[config.mk]
export PLATFORM = sky130hd
export DESIGN_NAME = lbm_sweep_ctrl
export DESIGN_NICKNAME = d
export VERILOG_FILES = /design/src/rtl/lbm_pkg.sv /design/src/rtl/lbm_cell_counter.sv /design/src/rtl/lbm_sweep_ctrl.sv
export SDC_FILE = /design/constraint.sdc
export NUM_CORES = 1
export LEC_CHECK = 0
export CAP_MARGIN = 30
export CORE_MARGIN = 1.5
export CORE_UTILIZATION = 30
export DETAILED_ROUTE_END_ITERATION = 10
export PLACE_DENSITY = 0.56
export SLEW_MARGIN = 15
export SYNTH_ARGS = -nofsm -noshare
export SYNTH_HDL_FRONTEND = slang
export SYNTH_SLANG_ARGS = --single-unit
[constraint.sdc]
create_clock -name CLOCK_50 -period 2 [get_ports CLOCK_50]
set_input_delay 0.2 -clock CLOCK_50 [delete_from_list [all_inputs] [get_ports CLOCK_50]]
set_output_delay 0.2 -clock CLOCK_50 [all_outputs]
set_load 0.02 [all_outputs]
[src/rtl/lbm_pkg.sv]
// Shared types and defaults for the LBM lattice sweep controller.
//   sweep_state_t : sequencer state encoding
//   *_DEF         : default lattice / run / pipeline sizing
//   coord_to_addr : (x, y) -> linear raster address y*gx + x
package lbm_pkg;

  localparam int unsigned GRID_X_DEF     = 16;
  localparam int unsigned GRID_Y_DEF     = 16;
  localparam int unsigned MAX_TIME_DEF   = 100;
  localparam int unsigned PIPE_DEPTH_DEF = 8;

  typedef enum logic [2:0] {
    IDLE  = 3'd0,
    ISSUE = 3'd1,
    DRAIN = 3'd2,
    SWAP  = 3'd3,
    HOLD  = 3'd4,
    DONE  = 3'd5
  } sweep_state_t;

  function automatic int unsigned coord_to_addr(input int unsigned x,
                                                input int unsigned y,
                                                input int unsigned gx);
    return (y * gx) + x;
  endfunction

endpackage

[src/rtl/lbm_cell_counter.sv]
// Raster x/y cell counter with wrap, last-cell flag and edge decode.
//   clk, rst     : clock, synchronous active-high reset
//   i_clear      : return to cell (0,0)
//   i_step       : advance one cell in raster order
//   o_x/o_y      : current column/row
//   o_addr       : current linear address
//   o_last_c     : current cell is (GRID_X-1, GRID_Y-1)
//   o_bnd_nxt_c  : the cell loaded at the next edge lies on the outer edge
module lbm_cell_counter
  import lbm_pkg::*;
#(
  parameter int unsigned GRID_X        = GRID_X_DEF,
  parameter int unsigned GRID_Y        = GRID_Y_DEF,
  parameter int unsigned X_WIDTH       = 4,
  parameter int unsigned Y_WIDTH       = 4,
  parameter int unsigned ADDRESS_WIDTH = 8
) (
  input  logic                     clk,
  input  logic                     rst,
  input  logic                     i_clear,
  input  logic                     i_step,
  output logic [X_WIDTH-1:0]       o_x,
  output logic [Y_WIDTH-1:0]       o_y,
  output logic [ADDRESS_WIDTH-1:0] o_addr,
  output logic                     o_last_c,
  output logic                     o_bnd_nxt_c
);

  logic [X_WIDTH-1:0]       r_x, w_x_nxt;
  logic [Y_WIDTH-1:0]       r_y, w_y_nxt;
  logic [ADDRESS_WIDTH-1:0] r_addr;
  logic                     w_x_end, w_y_end;

  assign w_x_end  = (r_x == X_WIDTH'(GRID_X - 1));
  assign w_y_end  = (r_y == Y_WIDTH'(GRID_Y - 1));
  assign o_last_c = w_x_end & w_y_end;

  // Next coordinate: clear wins, otherwise step with x-then-y wrap
  always_comb begin
    w_x_nxt = r_x;
    w_y_nxt = r_y;
    if (i_clear) begin
      w_x_nxt = '0;
      w_y_nxt = '0;
    end else if (i_step) begin
      if (w_x_end) begin
        w_x_nxt = '0;
        w_y_nxt = w_y_end ? '0 : r_y + Y_WIDTH'(1);
      end else begin
        w_x_nxt = r_x + X_WIDTH'(1);
      end
    end
  end

  assign o_bnd_nxt_c = (w_x_nxt == '0) || (w_x_nxt == X_WIDTH'(GRID_X - 1)) ||
                       (w_y_nxt == '0) || (w_y_nxt == Y_WIDTH'(GRID_Y - 1));

  always_ff @(posedge clk) begin
    if (rst) begin
      r_x    <= '0;
      r_y    <= '0;
      r_addr <= '0;
    end else begin
      r_x    <= w_x_nxt;
      r_y    <= w_y_nxt;
      r_addr <= ADDRESS_WIDTH'(coord_to_addr(32'(w_x_nxt), 32'(w_y_nxt), GRID_X));
    end
  end

  assign o_x    = r_x;
  assign o_y    = r_y;
  assign o_addr = r_addr;

endmodule

[src/rtl/lbm_sweep_ctrl.sv]
// Time-step / sweep sequencer for the LBM lattice engine.
//   CLOCK_50, RESET    : clock, synchronous active-high reset
//   START, STEP_MODE,
//   ADVANCE            : run control (start pulse, pause-per-step, release)
//   rd_valid/rd_ready  : cell request handshake to the collide/stream pipe
//   rd_addr, cell_x,
//   cell_y, is_boundary: request payload
//   rd_bank            : source bank this step (destination is ~rd_bank)
//   wr_done            : one cell retired by the pipeline
//   time_count, busy,
//   step_done, FINISHED,
//   err_underflow      : status
module lbm_sweep_ctrl
  import lbm_pkg::*;
#(
  parameter int unsigned GRID_X           = GRID_X_DEF,
  parameter int unsigned GRID_Y           = GRID_Y_DEF,
  parameter int unsigned MAX_TIME         = MAX_TIME_DEF,
  parameter int unsigned TIME_COUNT_WIDTH = ($clog2(MAX_TIME + 1) > 0) ? $clog2(MAX_TIME + 1) : 1,
  parameter int unsigned ADDRESS_WIDTH    = ($clog2(GRID_X * GRID_Y) > 0) ? $clog2(GRID_X * GRID_Y) : 1,
  parameter int unsigned PIPE_DEPTH       = PIPE_DEPTH_DEF,
  parameter int unsigned X_WIDTH          = (GRID_X > 1) ? $clog2(GRID_X) : 1,
  parameter int unsigned Y_WIDTH          = (GRID_Y > 1) ? $clog2(GRID_Y) : 1
) (
  input  logic                        CLOCK_50,
  input  logic                        RESET,
  input  logic                        START,
  input  logic                        STEP_MODE,
  input  logic                        ADVANCE,
  output logic                        rd_valid,
  input  logic                        rd_ready,
  output logic [ADDRESS_WIDTH-1:0]    rd_addr,
  output logic [X_WIDTH-1:0]          cell_x,
  output logic [Y_WIDTH-1:0]          cell_y,
  output logic                        is_boundary,
  output logic                        rd_bank,
  input  logic                        wr_done,
  output logic [TIME_COUNT_WIDTH-1:0] time_count,
  output logic                        busy,
  output logic                        step_done,
  output logic                        FINISHED,
  output logic                        err_underflow
);

  localparam int unsigned IW = $clog2(PIPE_DEPTH + 1);

  sweep_state_t                r_state, w_state_nxt;
  logic [IW-1:0]               r_inflight, w_inflight_nxt;
  logic [TIME_COUNT_WIDTH-1:0] r_time, w_time_inc;
  logic                        r_rd_valid, r_is_boundary, r_bank, r_busy;
  logic                        r_step_done, r_finished, r_err;
  logic                        w_xfer, w_retire, w_underflow, w_clear, w_swap;
  logic                        w_last_c, w_bnd_nxt_c, w_rd_valid_nxt;

  assign w_xfer      = r_rd_valid & rd_ready;
  assign w_retire    = wr_done & (r_inflight != '0);
  assign w_underflow = wr_done & (r_inflight == '0);
  assign w_time_inc  = r_time + TIME_COUNT_WIDTH'(1);

  lbm_cell_counter #(
    .GRID_X       (GRID_X),
    .GRID_Y       (GRID_Y),
    .X_WIDTH      (X_WIDTH),
    .Y_WIDTH      (Y_WIDTH),
    .ADDRESS_WIDTH(ADDRESS_WIDTH)
  ) u_cell_counter (
    .clk        (CLOCK_50),
    .rst        (RESET),
    .i_clear    (w_clear),
    .i_step     (w_xfer),
    .o_x        (cell_x),
    .o_y        (cell_y),
    .o_addr     (rd_addr),
    .o_last_c   (w_last_c),
    .o_bnd_nxt_c(w_bnd_nxt_c)
  );

  // Sequencer next-state
  always_comb begin
    w_state_nxt = r_state;
    w_clear     = 1'b0;
    w_swap      = 1'b0;
    case (r_state)
      IDLE, DONE: begin
        if (START) begin
          w_clear     = 1'b1;
          w_state_nxt = (MAX_TIME == 0) ? DONE : ISSUE;
        end
      end
      HOLD: begin
        if (START) begin
          w_clear     = 1'b1;
          w_state_nxt = (MAX_TIME == 0) ? DONE : ISSUE;
        end else if (ADVANCE) begin
          w_state_nxt = ISSUE;
        end
      end
      ISSUE: begin
        if (w_xfer && w_last_c) w_state_nxt = DRAIN;
      end
      DRAIN: begin
        if (r_inflight == '0) w_state_nxt = SWAP;
      end
      SWAP: begin
        w_swap = 1'b1;
        if (w_time_inc == TIME_COUNT_WIDTH'(MAX_TIME)) w_state_nxt = DONE;
        else if (STEP_MODE)                            w_state_nxt = HOLD;
        else                                           w_state_nxt = ISSUE;
      end
      default: w_state_nxt = IDLE;
    endcase
  end

  // In-flight tracking; a retire without anything in flight is dropped
  always_comb begin
    w_inflight_nxt = r_inflight;
    if (w_clear)                    w_inflight_nxt = '0;
    else if (w_xfer && !w_retire)   w_inflight_nxt = r_inflight + IW'(1);
    else if (!w_xfer && w_retire)   w_inflight_nxt = r_inflight - IW'(1);
  end

  assign w_rd_valid_nxt = (w_state_nxt == ISSUE) && (w_inflight_nxt < IW'(PIPE_DEPTH));

  always_ff @(posedge CLOCK_50) begin
    if (RESET) begin
      r_state       <= IDLE;
      r_inflight    <= '0;
      r_time        <= '0;
      r_rd_valid    <= 1'b0;
      r_is_boundary <= 1'b0;
      r_bank        <= 1'b0;
      r_busy        <= 1'b0;
      r_step_done   <= 1'b0;
      r_finished    <= 1'b0;
      r_err         <= 1'b0;
    end else begin
      r_state       <= w_state_nxt;
      r_inflight    <= w_inflight_nxt;
      r_rd_valid    <= w_rd_valid_nxt;
      // Edge tag only qualifies a live request
      r_is_boundary <= w_rd_valid_nxt & w_bnd_nxt_c;
      r_busy        <= (w_state_nxt == ISSUE) || (w_state_nxt == DRAIN) ||
                       (w_state_nxt == SWAP);
      r_step_done   <= (w_state_nxt == SWAP);
      if (w_clear) begin
        r_bank <= 1'b0;
        r_time <= '0;
      end else if (w_swap) begin
        r_bank <= ~r_bank;
        r_time <= w_time_inc;
      end
      if (w_state_nxt == DONE) r_finished <= 1'b1;
      else if (w_clear)        r_finished <= 1'b0;
      if (w_underflow)         r_err <= 1'b1;
      else if (w_clear)        r_err <= 1'b0;
    end
  end

  assign rd_valid      = r_rd_valid;
  assign is_boundary   = r_is_boundary;
  assign rd_bank       = r_bank;
  assign time_count    = r_time;
  assign busy          = r_busy;
  assign step_done     = r_step_done;
  assign FINISHED      = r_finished;
  assign err_underflow = r_err;

endmodule

* Yosys cells after proc, flatten, opt, wreduce, memory -nomap -nowiden
Index checks and enable logic that the tools add are counted.
Cells by class: add/sub/neg operators 6, multipliers 0, div/mod/pow operators 0, order comparisons 1, equal/unequal tests 14, shift operators 0, muxes and demuxes 24, bitwise gates (word level) 6, reductions and logical operators 21
Operator list (count):
- $mux W4 | 10
- $mux W3 | 7
- $eq A4 B4 Y1 const B | 4
- $pmux W3 S5 | 1
- $add A4 B1 Y4 const B | 3
- $eq A3 B2 Y1 const B | 4
- $logic_not A4 Y1 | 3
- $eq A3 B3 Y1 const B | 3
- $add A8 B4 Y8 | 1
- $add A7 B1 Y7 const B | 1
- $eq A7 B7 Y1 const B | 1
- $eq A3 B1 Y1 const B | 2
- $mux W1 | 6
- $and A1 B1 Y1 | 5
- $logic_or A1 B1 Y1 | 5
- $logic_and A1 B1 Y1 | 4
- $lt A4 B4 Y1 const B | 1
- $reduce_bool A2 Y1 | 2
- $reduce_bool A4 Y1 | 1
- $reduce_or A2 Y1 | 2
- $sub A4 B1 Y4 const B | 1
- $logic_not A3 Y1 | 1
- $reduce_or A3 Y1 | 1
- $logic_not A1 Y1 | 2
- $not A1 Y1 | 1
Storage, ports and cells: bits in registers 37, bits in latches 0, RAM bits 0, memory bits (read-only) 0, output and inout port bits 30, memories 0

* Depth between registers and ports, before layout
depth in word-level cells 9, gate-level depth with buffers 11, gate-level depth less buffers 11

* By module
Synthesis repeated with hierarchy kept, for this count alone.
Unflattened totals: cells, all modules 194, area total of the unflattened synthesis 1737.9 um^2
Modules (own cells, without submodules):
- lbm_sweep_ctrl | instances 1, cells each 122, area each 1158.6 um^2
- lbm_cell_counter | instances 1, cells each 72, area each 579.3 um^2

* Least setup slack after synthesis
OpenSTA, ideal clock, no wires.
path type reg-to-reg, from reg r_inflight[0], to reg r_rd_valid (netlist: rd_valid), library setup time 116 ps, arrival time 2042 ps, data required time 1884 ps, setup slack -158 ps, cell stages (with the launch flop) 11, path through dfxtp_1 > inv_1 > ha_1 > nor3b_1 > nand2b_1 > ha_1 > nand2b_1 > o41ai_1 > xor2_1 > nand2_1 > and3_1
On the way: longest elaborated chain between the ends 8, elaborated cells on any way between the ends 16, classes of those cells add/sub (2); order compare (1); eq/ne (1); mux (5); bitwise (1); reduce/logical (6)
Ends and longest elaborated chain:
- from (decl) | line lbm_sweep_ctrl.sv:48 | logic [IW-1:0] r_inflight, w_inflight_nxt;
- from (signal assigned) | line lbm_sweep_ctrl.sv:138 | r_inflight <= w_inflight_nxt;
- branches (longest 7 deep; another with $sub A4 B1 Y4)
- $logic_and A1 B1 Y1 * | line lbm_sweep_ctrl.sv:122 | assign w_rd_valid_nxt = (w_state_nxt == ISSUE) && (w_inflight_nxt < IW'(PIPE_DEPTH));
- to (signal assigned) | line lbm_sweep_ctrl.sv:139 | r_rd_valid <= w_rd_valid_nxt;
- to (decl) | line lbm_sweep_ctrl.sv:50 | logic r_rd_valid, r_is_boundary, r_bank, r_busy;
Every way passes the cells marked *. A chain may end at the register's enable or synchronous reset.

* Final worst setup path
Same ends and word-level chain as after synthesis.

==> out/metrics.csv <==
metric;value;unit
outcome;complete, no violations;
n_antenna_cell;0;
dr.first_iter.drc_count;36;
rr_startpoint;r_inflight[0];
power_density;538;nW/um^2
cts_htree_levels;2;
cts_buffers;5;
clk_path_buf_depth;2;
grt_max_degree;13;
p_leak;0.916;nW
clk_pin_slew_worst_paths;0.07;ns
final-setup-viol-count;0;
dp_hpwl;2.93;mm
synthFlopType;dfxtp_1;
crit_required;2.18;ns
grt_pass1_wl;6.79;mm
synth_cells;198;
syn_area;1630;sq um
area_growth;46.1;%
io_pins;37;
drc;0;
synthArstFlopShare;0;%
final_max_slew_viol_count;0;
crit_fanout;3;
antenna_found_initial;0;
layout_common_cells;clkdlybuf4s50_1, nor2_1, buf_4;
antenna_left;0;
portBuffers;36;
syn_area_per_cell;8.25;sq um
via_per_inst;4.83;
grt_overflow;0;
dp_cells;317;
startpoint;r_inflight[0];
min_from;FINISHED;
synth-seq-cells;29;
die_area;5890;sq um
worstMarginPinSlew;0.387;ns
row_count;26;
vias;1578;
hold_viol_final;0;
min_period_over_period;97.5;%
rsz0062_at_grt;true;
die_w;76.8;um
drv_cap;0;
preCtsSetupSlack;-0.118;ns
period_needed;1.95;ns
critPathKind;reg -> reg;
clock_sinks;29;
end_kind;flop;
wire_per_inst;12.3;um
layout_commonest_cell;clkdlybuf4s50_1;
instances_no_fill;327;
synth_fp_nets;213;
finClkSkew;0.00806;ns
nNetsFinal;271;
start_util;31.6;%
coreArea;5170;sq um
drtPass1Iterations;4;
grt.total_usage;14.3;%
arrival;2.13;ns
timing.final.ws_setup;0.0492;ns
clk_latency;0.29;ns
die_h;76.8;um
relSlewSlack;73.5;%
wl;4.02;mm
filler_cell_count;491;
cts_tree;built;
drive_gt1_share;21.4;%
vdd_drop_max;317;uV
worstSetupStartpointType;flop;
clock.fmax;513;MHz
clockRootBuffer;clkbuf_8;
synth_edf_count;0;
min_path_type;reg -> reg;
ys_seq_area_share;35.6;%
place_congestion;0.830;
synth_cell_type_count;50;
grt_pass1_vias;1438;
synth_warnings;0;
-- flip-flops by register name, indices dropped and copies added (netlist names) --
name / flops
step_done: 1
u_cell_counter.o_addr: 8
FINISHED: 1
rd_valid: 1
time_count: 7
busy: 1
r_state: 3
err_underflow: 1
is_boundary: 1
r_inflight: 4
rd_bank: 1
-- critical path, stage by stage, from the launching register on --
cell and delay (ns):
dfxtp_2 0.34, inv_2 0.05, ha_4 0.15, nor3b_4 0.14, nand2b_4 0.17, ha_4 0.16, nand2b_4 0.14, o41ai_4 0.22
xor2_1 0.17, nand2_1 0.11, and3_1 0.19
-- per-layer routing --
| metal | GRT usage (%) | part of all wire, % | up-vias |
|---|---|---|---|
| li1 | - | - | 809 |
| met3 | 3.21 | 3.4 | 7 |
| met5 | 0 | 0 | - |
| met1 | 17.7 | 49 | 728 |
| met4 | 7.04 | 1.8 | 0 |
| met2 | 23.2 | 46 | 34 |
-- cell usage after synthesis, types with 5 or more instances --
library cell,count,area share (%)
dfxtp_1,29,36
nor2_1,29,6.7
nand2_1,14,3.2
a21oi_1,11,3.4
buf_4,8,3.7
ha_1,8,6.1
inv_1,7,1.6
o21ai_0,7,2.1
nand2b_1,6,2.3
nand3_1,6,1.8
nor2b_1,6,2.3
and3_1,5,1.9
xnor2_1,5,2.7
xor2_1,5,2.7
-- repair_timing --
item,4_1_cts,5_1_grt
setup endpoints to repair,2,5
hold buffers,0,0
pin swaps,0,2
buffers inserted,0,2
resized for setup,3,11
cloned,0,0
-- cells by family (layout without fill, tap and decap cells) --
kind of cell,after synthesis,after routing,share of synthesized area (%)
compound gates,42,42,17.6
xor+xnor,10,10,5.36
fa+ha+maj,8,8,6.13
buf+inv,21,80,6.74
flops,29,29,35.6
mux,3,3,1.84
simple gates,85,85,26.7
-- report_power, final --
part           internal (mW)  leakage (nW)  total [mW]  switching [mW]
registers              0.591         0.237       0.602          0.0116
clock network          0.240        0.0439       0.484           0.244
logic                  0.103         0.635       0.196          0.0938
-- cell type report --
class                   count  area, sq um  share of cell area, %
repair buffers             64          571                   23.9
flip-flops and latches     29          584                   24.5
clock buffers               5         68.8                   2.88
multi-input cells         148         1030                   43.1
clock inverters             3         17.5                  0.734
well taps                  70         87.6                   3.67
inverters                   8         30.0                   1.26
-- through the flow --
step	TNS [ns]	util, %	total power, mW	cell area (sq um)	hold slack, ns
3_5_place_dp	-0.207	42.8	0.791	2220	0.481
2_1_floorplan	0	-	0.708	1650	0.272
3_3_place_gp	-0.260	42.8	0.790	2220	0.480
6_report	0	46.1	1.28	2390	0.502
5_1_grt	-0.150	46.1	1.34	2390	0.527
4_1_cts	0	44.9	1.28	2320	0.500
-- final timing paths --
| path | to | slack (ns) | depth (start not counted) |
|---|---|---|---|
| min reg2reg | FINISHED | 0.50 | 2 |
| min | FINISHED | 0.50 | 2 |
| max reg2reg | rd_valid | 0.05 | 10 |
| max | rd_valid | 0.05 | 10 |
Power figures use the tool's default switching activity.
